**src/rtl/ccc_lock_sequencer.sv**
```systemverilog
// ---------------------------------------------------------------------------
// ccc_lock_sequencer
//
// Sits directly behind a fabric CCC/PLL. It synchronises and filters the raw
// PLL LOCK, enables the gated global clock buffer once lock is trusted,
// releases the per-channel resets one after another, produces a divided
// clock-enable strobe per channel and counts how often lock was lost.
//
// Ports
//   CLK            system clock (CCC GL0 domain)
//   RESET          synchronous, active-high reset
//   PLL_LOCK       raw CCC LOCK, asynchronous to CLK
//   CH_EN          per-channel enable for CE generation
//   DIV            per-channel divide value, channel i in [i*DIV_W +: DIV_W]
//   LOCKED         filtered lock, high in RELEASE and RUN
//   GL_EN          enable for the gated global buffer (same timing as LOCKED)
//   RST_N_OUT      per-channel active-low reset, released in staggered order
//   CE             per-channel clock-enable strobe, period DIV[i]+1
//   LOCK_LOSS_CNT  saturating count of lock losses seen in RELEASE or RUN
// ---------------------------------------------------------------------------
module ccc_lock_sequencer #(
    parameter int NUM_CH    = 4,
    parameter int DIV_W     = 16,
    parameter int LOCK_FILT = 64,
    parameter int STAGE_GAP = 16
) (
    input  logic                    CLK,
    input  logic                    RESET,
    input  logic                    PLL_LOCK,
    input  logic [NUM_CH-1:0]       CH_EN,
    input  logic [NUM_CH*DIV_W-1:0] DIV,
    output logic                    LOCKED,
    output logic                    GL_EN,
    output logic [NUM_CH-1:0]       RST_N_OUT,
    output logic [NUM_CH-1:0]       CE,
    output logic [7:0]              LOCK_LOSS_CNT
);

    localparam int FILT_W  = $clog2(LOCK_FILT);
    // Counter must hold STAGE_GAP*NUM_CH (one past the last release point).
    localparam int STAGE_W = $clog2(STAGE_GAP * NUM_CH + 1);

    localparam logic [FILT_W-1:0]  FILT_LAST  = FILT_W'(LOCK_FILT - 1);
    localparam logic [STAGE_W-1:0] STAGE_LAST = STAGE_W'(STAGE_GAP * NUM_CH - 1);

    typedef enum logic [1:0] {
        ST_IDLE    = 2'd0,
        ST_FILTER  = 2'd1,
        ST_RELEASE = 2'd2,
        ST_RUN     = 2'd3
    } state_t;

    // -----------------------------------------------------------------------
    // LOCK synchroniser: two flops, only lk_s is used downstream.
    // -----------------------------------------------------------------------
    logic lk_meta_q;
    logic lk_s_q;

    always_ff @(posedge CLK) begin
        if (RESET) begin
            lk_meta_q <= 1'b0;
            lk_s_q    <= 1'b0;
        end else begin
            lk_meta_q <= PLL_LOCK;
            lk_s_q    <= lk_meta_q;
        end
    end

    // -----------------------------------------------------------------------
    // Sequencing FSM
    // -----------------------------------------------------------------------
    state_t              state_q,     state_d;
    logic [FILT_W-1:0]   filt_cnt_q,  filt_cnt_d;
    logic [STAGE_W-1:0]  stage_cnt_q, stage_cnt_d;
    logic [NUM_CH-1:0]   rst_n_q,     rst_n_d;
    logic [7:0]          loss_cnt_q,  loss_cnt_d;
    logic                locked_q,    locked_d;
    logic                gl_en_q,     gl_en_d;
    logic                lock_loss;

    always_ff @(posedge CLK) begin
        if (RESET) begin
            state_q     <= ST_IDLE;
            filt_cnt_q  <= '0;
            stage_cnt_q <= '0;
            rst_n_q     <= '0;
            loss_cnt_q  <= '0;
            locked_q    <= 1'b0;
            gl_en_q     <= 1'b0;
        end else begin
            state_q     <= state_d;
            filt_cnt_q  <= filt_cnt_d;
            stage_cnt_q <= stage_cnt_d;
            rst_n_q     <= rst_n_d;
            loss_cnt_q  <= loss_cnt_d;
            locked_q    <= locked_d;
            gl_en_q     <= gl_en_d;
        end
    end

    always_comb begin
        state_d     = state_q;
        filt_cnt_d  = filt_cnt_q;
        stage_cnt_d = stage_cnt_q;
        rst_n_d     = rst_n_q;
        loss_cnt_d  = loss_cnt_q;
        lock_loss   = 1'b0;

        case (state_q)
            ST_IDLE: begin
                if (lk_s_q) begin
                    state_d    = ST_FILTER;
                    filt_cnt_d = '0;
                end
            end

            ST_FILTER: begin
                // Dropping out of the filter is a failed acquisition, not a
                // loss of an established lock, so it is not counted.
                if (!lk_s_q) begin
                    state_d = ST_IDLE;
                end else if (filt_cnt_q == FILT_LAST) begin
                    state_d     = ST_RELEASE;
                    stage_cnt_d = '0;
                end else begin
                    filt_cnt_d = filt_cnt_q + 1'b1;
                end
            end

            ST_RELEASE: begin
                if (!lk_s_q) begin
                    lock_loss = 1'b1;
                end else begin
                    stage_cnt_d = stage_cnt_q + 1'b1;
                    // Channel i is released when the counter reaches the end
                    // of its own gap window; released channels stay released.
                    for (int i = 0; i < NUM_CH; i++) begin
                        if (stage_cnt_q == STAGE_W'(STAGE_GAP * (i + 1) - 1)) begin
                            rst_n_d[i] = 1'b1;
                        end
                    end
                    if (stage_cnt_q == STAGE_LAST) begin
                        state_d = ST_RUN;
                    end
                end
            end

            ST_RUN: begin
                if (!lk_s_q) begin
                    lock_loss = 1'b1;
                end
            end

            default: begin
                state_d = ST_IDLE;
            end
        endcase

        if (lock_loss) begin
            state_d = ST_IDLE;
            rst_n_d = '0;
            if (loss_cnt_q != 8'hFF) begin
                loss_cnt_d = loss_cnt_q + 8'd1;
            end
        end

        // Registered from the next state so LOCKED/GL_EN line up exactly
        // with the RELEASE/RUN interval.
        locked_d = (state_d == ST_RELEASE) || (state_d == ST_RUN);
        gl_en_d  = locked_d;
    end

    // -----------------------------------------------------------------------
    // Per-channel clock-enable dividers
    // -----------------------------------------------------------------------
    logic [NUM_CH-1:0] ce_vec;

    generate
        for (genvar gi = 0; gi < NUM_CH; gi++) begin : g_ch
            logic [DIV_W-1:0] div_in;
            logic [DIV_W-1:0] div_use;
            logic [DIV_W-1:0] div_lat_q, div_lat_d;
            logic [DIV_W-1:0] div_cnt_q, div_cnt_d;
            logic             ce_q,      ce_d;
            logic             active;

            assign div_in = DIV[gi*DIV_W +: DIV_W];

            always_comb begin
                active    = rst_n_q[gi] & CH_EN[gi];
                // A new divide value only takes effect at the start of a
                // period (counter at zero); mid-period the latched value is
                // used so the running period finishes unchanged.
                div_use   = (div_cnt_q == '0) ? div_in : div_lat_q;
                div_lat_d = div_lat_q;
                div_cnt_d = '0;
                ce_d      = 1'b0;

                if (active && !lock_loss) begin
                    if (div_cnt_q == '0) begin
                        div_lat_d = div_in;
                    end
                    if (div_cnt_q == div_use) begin
                        div_cnt_d = '0;
                        ce_d      = 1'b1;
                    end else begin
                        div_cnt_d = div_cnt_q + 1'b1;
                    end
                end
            end

            always_ff @(posedge CLK) begin
                if (RESET) begin
                    div_lat_q <= '0;
                    div_cnt_q <= '0;
                    ce_q      <= 1'b0;
                end else begin
                    div_lat_q <= div_lat_d;
                    div_cnt_q <= div_cnt_d;
                    ce_q      <= ce_d;
                end
            end

            assign ce_vec[gi] = ce_q;
        end
    endgenerate

    assign LOCKED        = locked_q;
    assign GL_EN         = gl_en_q;
    assign RST_N_OUT     = rst_n_q;
    assign CE            = ce_vec;
    assign LOCK_LOSS_CNT = loss_cnt_q;

endmodule

```
**config.mk**
```make
export PLATFORM = sky130hd
export DESIGN_NAME = ccc_lock_sequencer
export DESIGN_NICKNAME = d
export VERILOG_FILES = /design/src/rtl/ccc_lock_sequencer.sv
export SDC_FILE = /design/constraint.sdc
export NUM_CORES = 1
export LEC_CHECK = 0
export CAP_MARGIN = 20
export CORE_AREA = 2 2 151 153
export CTS_CLUSTER_DIAMETER = 150
export DETAILED_ROUTE_END_ITERATION = 10
export DIE_AREA = 0 0 153 155
export GPL_ROUTABILITY_DRIVEN = 0
export MAX_ROUTING_LAYER = met4
export PLACE_DENSITY_LB_ADDON = 0.3
export SYNTH_ARGS = -nofsm -noshare
export SYNTH_HDL_FRONTEND = slang
export SYNTH_SLANG_ARGS = --single-unit
```
**constraint.sdc**
```tcl
create_clock -name CLK -period 5.85 [get_ports CLK]
set_input_delay 1.17 -clock CLK [delete_from_list [all_inputs] [get_ports CLK]]
set_output_delay 1.17 -clock CLK [all_outputs]
set_load 0.05 [all_outputs]
```
==> results of run 1 <==
==> per-stage QoR <==
| step | cells | utilization |
|---|---|---|
| after floorplan | 967 | - |
| after global placement | 1273 | 0.4149 |
| after detailed placement | 1274 | 0.4155 |
| after CTS | 1306 | 0.4420 |
| after global routing | 1306 | 0.4420 |
| final | 1306 | 0.4420 |
==> final cells by class <==
type,count,area [sq um]
Inverter,48,180.2
Clock buffer,22,454.2
Multi-Input combinational cell,688,4551
Clock inverter,10,133.9
Timing Repair Buffer,91,905.9
Tap cell,285,356.6
Fill cell,2213,12400
Sequential cell,162,3243
==> sequential cells by signal, summed over array words and instances, names as in the netlist <==
register and flops:
GL_EN 1, LOCK_LOSS_CNT 8, RST_N_OUT 4, lk_s_q 1, lk_meta_q 1, g_ch.ce_q 4, stage_cnt_q 7, g_ch.div_lat_q 64
g_ch.div_cnt_q 64, filt_cnt_q 6, state_q 2
==> synth_stat cells, types with 2 or more instances <==
cell | count | area, sq um
dfxtp_1 | 162 | 3243
nor2_1 | 134 | 503.0
xnor2_1 | 86 | 753.2
nand2_1 | 65 | 244.0
mux2i_1 | 64 | 640.6
xor2_1 | 53 | 464.2
inv_1 | 48 | 180.2
nor3_1 | 47 | 235.2
clkbuf_1 | 38 | 142.6
nand3_1 | 34 | 170.2
nor4_1 | 33 | 206.5
nand4_1 | 27 | 168.9
buf_2 | 20 | 100.1
nand2b_1 | 19 | 118.9
a21oi_1 | 15 | 75.07
ha_1 | 11 | 137.6
and3_1 | 9 | 56.30
nor3b_1 | 9 | 67.56
buf_4 | 8 | 60.06
o22ai_1 | 6 | 37.54
and4_1 | 5 | 43.79
nor2b_1 | 5 | 31.28
o21ai_0 | 5 | 25.02
or3_1 | 5 | 31.28
a222oi_1 | 4 | 40.04
a21o_1 | 3 | 22.52
a221oi_1 | 3 | 26.28
a22oi_1 | 3 | 22.52
nor4b_1 | 3 | 26.28
o2bb2ai_1 | 3 | 26.28
or2_2 | 3 | 18.77
a211oi_1 | 2 | 15.01
a211oi_4 | 2 | 40.04
a22o_1 | 2 | 17.52
and2_1 | 2 | 12.51
buf_6 | 2 | 22.52
nor4_4 | 2 | 42.54
o211ai_1 | 2 | 15.01
o21a_1 | 2 | 15.01
o21bai_1 | 2 | 15.01
o221ai_1 | 2 | 17.52
==> power by group <==
| part | switching [W] | internal [W] | total (W) |
|---|---|---|---|
| Sequential | 0.00000126 | 0.00110 | 0.00111 |
| Combinational | 0.0000424 | 0.0000554 | 0.0000979 |
| Clock | 0.000453 | 0.000681 | 0.00113 |
| Total | 0.000497 | 0.00184 | 0.00234 |
==> worst max-delay path by stage <==
stage	startpoint	endpoint	slack [ns]	cells after the start
2_1_floorplan	DIV[41]	g_ch[2].div_cnt_q[10]	3.27	6
3_3_place_gp	DIV[41]	g_ch[2].ce_q	2.43	6
3_5_place_dp	DIV[41]	g_ch[2].ce_q	2.39	6
4_1_cts	DIV[41]	g_ch[2].ce_q	2.83	6
5_1_grt	DIV[41]	g_ch[2].ce_q	2.69	6
6_report	DIV[41]	g_ch[2].ce_q	2.83	6
==> critical path, delay by kind of cell <==
family	cells	cell delay (ns)
AOI/OAI and AO/OA	3	1.20
buffers and inverters	1	0.42
and+or+nand+nor	2	0.56
==> metal layers <==
metal,vias to the layer above,share of wire,track usage
met1,3154,0.49,0.2356
li1,3369,-,-
met4,0,0.010,0.04145
met5,-,0,-
met3,13,0.055,0.04039
met2,159,0.44,0.2774
==> kinds of logic after synthesis <==
| family | share of synthesized area |
|---|---|
| adders and majority gates | 0.01658 |
| AOI/OAI and AO/OA | 0.06344 |
| and+or+nand+nor | 0.2429 |
| xor gates and xnor gates | 0.1466 |
| buffers and inverters | 0.06133 |
| muxes | 0.07851 |
| DFF | 0.3906 |
==> metrics.csv, run 1 <==
metric;value;unit
status;finished clean;
place_ws;2.389;ns
cts_buffer_depth;2;
peakVddDrop;0.1372;mV
netlist_instances;967;
final_common_cell;dfxtp_1;
critical_path_required;6.18;ns
critPathMaxFanout;17;
grt_pass1_wl;33470;um
cp-start-kind;input pin;
drc;0;
grt_pass1_vias;6515;
cts_hold_buf;0;
placed_area;9236;sq um
worst_slack;2.826;ns
power_leakage;3.824;nW
setup_viol;0;
total_power;0.002337;W
synth_area_per_cell;8.586;sq um
crit_chain;clkdlybuf4s50_1, a2111o_1, nor4_1, a22oi_1, a211oi_4, nor3b_1;
drt_wl_total;20060;um
tightest_slew;0.9735;ns
hold_slack;0.4575;ns
slew_headroom;0.3510;
clk_pin_slew_worst_paths;0.06;ns
cts_tree;yes;
die_x;153;um
h-tree-depth;4;
area_delta_synth_final;18.32;%
dr.pass1.iters;5;
final-max-slew-violation-count;0;
grt_max_degree;61;
hold_class;flop to flop;
cp_data_arrival_time;3.36;ns
yosysUniqueCellTypes;58;
timing.hold.worst_path_depth;1;
core;22230;sq um
fmax;330.7;MHz
dp_hpwl;14330;um
crit_type;input pin to flop;
grt-ovfl-total;0;
fin_tns_setup;0;ns
reg2reg_depth;8;
power_density;237.9;nW/um^2
io_pins;89;
regToRegSetupSlack;3.07;ns
grt_setup_unrepaired;no;
critPathMaxStageDelay;0.61;ns
antenna_cells;0;
vias_per_cell;5.126;
hold_viol;0;
synth-main-ff-cell;dfxtp_1;
timing.final.crit_share;0.5169;
root_buffer;clkbuf_16;
skew;0.01240;ns
rr_startpoint;g_ch[2].div_cnt_q[0];
rows;55;
nets;1090;
finalInstanceArea;9824;sq um
synth-edff-count;0;
yosysWarnings;0;
ys_ff_latch;162;
dieArea;23720;sq um
ys_seq_area_frac;0.3906;
hold_end;lk_s_q;
syn-num-nets;1049;
io_buffers;88;
drt_iter0_drc;249;
cts_buffers;17;
critPathSlowestCell;a211oi_4;
finalCriticalPeriod;3.024;ns
cts_resized;0;
final_cell_mix;dfxtp_1, nor2_1, clkdlybuf4s50_1;
dieHeight;155;um
drv_cap;0;
syn_area;8303;sq um
layout-drive-gt1-share;0.04212;
track_usage;0.1777;
clock_sinks;162;
start_util;0.3735;
min_from;lk_meta_q;
end_kind;flop;
route.vias.total;6695;
synthArstFlopShare;0;
antenna_found_initial;0;
timing.rr.end;g_ch[2].ce_q;
avgRoutedWirePerCell;15.36;um
clkLatencyLatePin;0.43;ns
cts_setup_buffers;0;
drtAntennaViolNets;0;
(Power assumes the default switching activity.)
==> run 2, diff against run 1 <==
clock period = 2.9 ns   (was 5.85 ns; I/O delays follow)
==> run 2 against run 1 <==
Effect of this change:
- core utilization rose by 1.0 points
- highest routed layer unchanged
- sequential cell count did not move
- critical endpoint is now g_ch[2].div_cnt_q[2]
- die area did not move
==> metrics.csv, run 2 (synthesis results as in run 1) <==
metric;value;unit
dp.cells;1293;
final-max-slew-violation-count;0;
cts_buffers;17;
grt_pass1_vias;6689;
drc;0;
p_comb_frac;0.040;
die_x;153;um
finalInstanceArea;10060;sq um
finalCriticalPeriod;2.623;ns
critPathMaxFanout;11;
cpMostUsedCell;buf_4;
hold_class;flop to flop;
drv_cap;0;
cts_setup_buffers;0;
io_buffers;88;
clock_sinks;162;
vias_per_cell;5.111;
end_kind;flop;
critPathMaxStageDelay;0.42;ns
route.vias.total;6772;
core;22230;sq um
switchingPower;0.0009898;W
area_delta_synth_final;21.13;%
rows;55;
critPathTopFamily;simple AND/OR/NAND/NOR gates;
cp_data_arrival_time;2.90;ns
path_buf_inv;3;
slew_headroom;0.3808;
clkLatencyLatePin;0.42;ns
fin_cells;1325;
cp-start-kind;flop;
dieArea;23720;sq um
setup_viol;0;
start_util;0.3735;
tightest_slew;0.9287;ns
p_clk_frac;0.517;
final_cell_mix;dfxtp_1, nor2_1, clkdlybuf4s50_1;
dp_hpwl;14940;um
critical_path_required;3.17;ns
cts_tree;yes;
drt_wl_total;20540;um
power_frac_seq;0.443;
grt_max_degree;83;
grt_setup_unrepaired;no;
cts_buffer_depth;2;
layout-drive-gt1-share;0.05962;
avgRoutedWirePerCell;15.50;um
h-tree-depth;4;
nets;1109;
timing.final.crit_share;0.9044;
cts_resized;0;
dieHeight;155;um
num-fill-cells;2178;
hold_viol;0;
skew;0.01205;ns
placed_area;9384;sq um
p_int;0.004039;W
clk_pin_slew_worst_paths;0.06;ns
fin_tns_setup;0;ns
io_pins;89;
peakVddDrop;0.3131;mV
crit_chain;inv_1, ha_1, nor3b_1, nand4_1, nor4_1, buf_4, a22oi_1, a211oi_4, buf_4, nor3_1;
critPathSlowestCell;nor4_1;
power_leakage;3.962;nW
crit_type;flop to flop;
status;finished clean;
power_density;500.1;nW/um^2
grt-ovfl-total;0;
antenna_found_initial;0;
antenna_cells;0;
fmax;381.3;MHz
root_buffer;clkbuf_16;
swShare;0.1968;
drtAntennaViolNets;0;
grt_pass1_wl;34290;um
dr.pass1.iters;4;
drt_iter0_drc;309;
track_usage;0.1820;
final_common_cell;dfxtp_1;
cts_hold_buf;0;
[run 2: cell types whose count changed in the layout (fill, tap and decap cells not counted)]
cell / change
buf_12: +1
clkinv_2: -1
clkbuf_8: -1
bufinv_16: +4
clkinv_4: -1
clkinvlp_4: -1
buf_4: +19
buf_8: -1
[run 2: final timing paths]
| kind | from | to | slack (ns) | depth (start not counted) |
|---|---|---|---|---|
| worst min-delay path | lk_meta_q | lk_s_q | 0.45 | 1 |
| worst max-delay path | g_ch[2].div_cnt_q[1] | g_ch[2].div_cnt_q[2] | 0.28 | 10 |
| worst min register to register | lk_meta_q | lk_s_q | 0.45 | 1 |
| worst max register to register | g_ch[2].div_cnt_q[1] | g_ch[2].div_cnt_q[2] | 0.28 | 10 |
[run 2: metal layers]
metal / vias to the layer above / GRT usage / part of all wire
met5: - / - / 0
met4: 0 / 0.04541 / 0.011
met3: 22 / 0.03788 / 0.049
met2: 163 / 0.2855 / 0.46
met1: 3183 / 0.2412 / 0.48
li1: 3404 / - / -
[run 2: area by class of cell]
class | count | area [sq um] | share of cell area
clock buffers | 21 | 440.4 | 0.04379
clock inverters | 11 | 232.7 | 0.02314
inverters | 48 | 180.2 | 0.01792
multi-input cells | 688 | 4551 | 0.4525
flip-flops and latches | 162 | 3243 | 0.3225
well taps | 285 | 356.6 | 0.03546
repair buffers | 110 | 1054 | 0.1048
[run 2: through the flow]
stage	utilization	hold slack (ns)	setup WS, ns	power, W
after CTS	0.4525	0.4611	0.2935	0.005088
final	0.4525	0.4547	0.2772	0.005029
after floorplan	-	0.4138	0.5758	0.002343
after detailed placement	0.4222	0.4346	0.3062	0.002481
after global placement	0.4222	0.4517	0.3657	0.002482
after global routing	0.4525	0.4776	0.1260	0.005198
[run 2: power by group through the flow]
stage	logic [W]	registers, W	clock network [W]
final	0.000202	0.00223	0.00260
after detailed placement	0.000202	0.00228	0
after global routing	0.000217	0.00223	0.00275
after floorplan	0.0000641	0.00228	0
after global placement	0.000203	0.00228	0
after CTS	0.000203	0.00223	0.00266
==> run 3, diff against run 2 <==
GPL_TIMING_DRIVEN = 0   (was default)
PLACE_DENSITY_LB_ADDON = default   (was 0.3)
==> run 3 against run 2 <==
Effect of this change:
- setup slack worse by 0.065 ns
- total power decreased by 9.3%
- clock skew is 0.0013 ns lower
- non-clock buffer count increased by 50
- clock power is 18% lower
- critical path type unchanged
- largest cell class unchanged
==> metrics.csv, run 3 (synthesis results as in run 1) <==
metric;value;unit
die_x;153;um
track_usage;0.1829;
rows;55;
grt-ovfl-total;0;
drtAntennaViolNets;0;
final_cell_mix;dfxtp_1, nor2_1, clkdlybuf4s50_1;
route.vias.total;6921;
avgRoutedWirePerCell;15.21;um
clkLatencyLatePin;0.43;ns
clk_pin_slew_worst_paths;0.06;ns
status;finished clean;
finalCriticalPeriod;2.688;ns
p_clk_frac;0.465;
root_buffer;clkbuf_16;
critical_path_required;3.23;ns
grt_pass1_vias;6756;
final_common_cell;dfxtp_1;
drc;0;
drt_wl_total;20910;um
crit_chain;clkbuf_1, inv_1, ha_1, nor3b_1, and4_1, or4_4, a211oi_4, buf_6, nor2_1;
io_pins;89;
dp.cells;1340;
swShare;0.2191;
dieArea;23720;sq um
drv_cap;0;
dp_hpwl;15580;um
cp_data_arrival_time;3.01;ns
area_delta_synth_final;21.93;%
dr.pass1.iters;5;
switchingPower;0.0009991;W
dieHeight;155;um
nets;1159;
start_util;0.3735;
hold_viol;0;
cts_tree;yes;
tightest_slew;0.7525;ns
grt_pass1_wl;34060;um
crit_type;flop to flop;
layout-drive-gt1-share;0.06881;
power_density;450.4;nW/um^2
skew;0.01079;ns
grt_setup_unrepaired;no;
vias_per_cell;5.033;
end_kind;flop;
critPathMaxFanout;10;
seq_area;3243;sq um
path_buf_inv;3;
p_comb_frac;0.046;
timing.final.crit_share;0.9269;
critPathMaxStageDelay;0.57;ns
cts_buffers;17;
power_leakage;3.992;nW
critPathTopFamily;simple AND/OR/NAND/NOR gates;
antenna_cells;0;
slew_headroom;0.4983;
io_buffers;88;
critPathSlowestCell;or4_4;
fin_tns_setup;0;ns
cts_buffer_depth;2;
cts_hold_buf;0;
fin_cells;1375;
hold_class;flop to flop;
clock_sinks;162;
antenna_found_initial;0;
num-fill-cells;2213;
fmax;372.0;MHz
multiInputGateArea;4558;sq um
core;22230;sq um
peakVddDrop;0.3522;mV
final-max-slew-violation-count;0;
drt_iter0_drc;322;
cp-start-kind;flop;
h-tree-depth;4;
p_int;0.003560;W
grt_max_degree;17;
setup_viol;0;
power_frac_seq;0.489;
run 3: through the flow:
| stage | area (sq um) | hold WS, ns | utilization | total power [W] | worst slack [ns] |
|---|---|---|---|---|---|
| global route | 10120 | 0.4641 | 0.4554 | 0.004739 | 0.007256 |
| detailed placement | 9540 | 0.4396 | 0.4292 | 0.002489 | 0.1028 |
| CTS | 10090 | 0.4582 | 0.4539 | 0.004617 | 0.07797 |
| global placement | 9540 | 0.4283 | 0.4292 | 0.002490 | 0.1241 |
| floorplan | 8303 | 0.4138 | - | 0.002343 | 0.5758 |
| finish | 10120 | 0.4482 | 0.4554 | 0.004559 | 0.2121 |
run 3: layout make-up:
cell class / instances / area share
Multi-Input combinational cell: 688 / 0.4503
Sequential cell: 162 / 0.3204
Timing Repair Buffer: 92 / 0.08998
Clock buffer: 22 / 0.04585
Tap cell: 285 / 0.03522
Buffer: 68 / 0.03213
Inverter: 48 / 0.01780
Clock inverter: 10 / 0.008404
run 3: timing repair:
item	CTS	global route
setup buffers	0	4
setup endpoints to repair	0	23
resized for setup	0	2
endpoints found under the hold margin	0	0
run 3: per-layer routing:
metal	track usage	up-vias	wire length, um
met4	0.06790	0	372
met3	0.03315	34	763
met2	0.2936	145	9743
li1	-	3508	-
met5	-	-	0
met1	0.2313	3234	10030
run 3: final timing paths:
check	startpoint	end	slack [ns]	cells after the start
setup / recovery	g_ch[1].div_cnt_q[1]	g_ch[1].div_cnt_q[13]	0.21	9
hold / removal	lk_meta_q	lk_s_q	0.45	1
setup reg to reg	g_ch[1].div_cnt_q[1]	g_ch[1].div_cnt_q[13]	0.21	9
hold reg to reg	lk_meta_q	lk_s_q	0.45	1
run 3: power groups by stage:
stage / Sequential (W) / Clock, W / Combinational [W]
finish: 0.00223 / 0.00212 / 0.000209
global route: 0.00223 / 0.00229 / 0.000224
CTS: 0.00223 / 0.00218 / 0.000211
detailed placement: 0.00228 / 0 / 0.000210
global placement: 0.00228 / 0 / 0.000211
floorplan: 0.00228 / 0 / 0.0000641
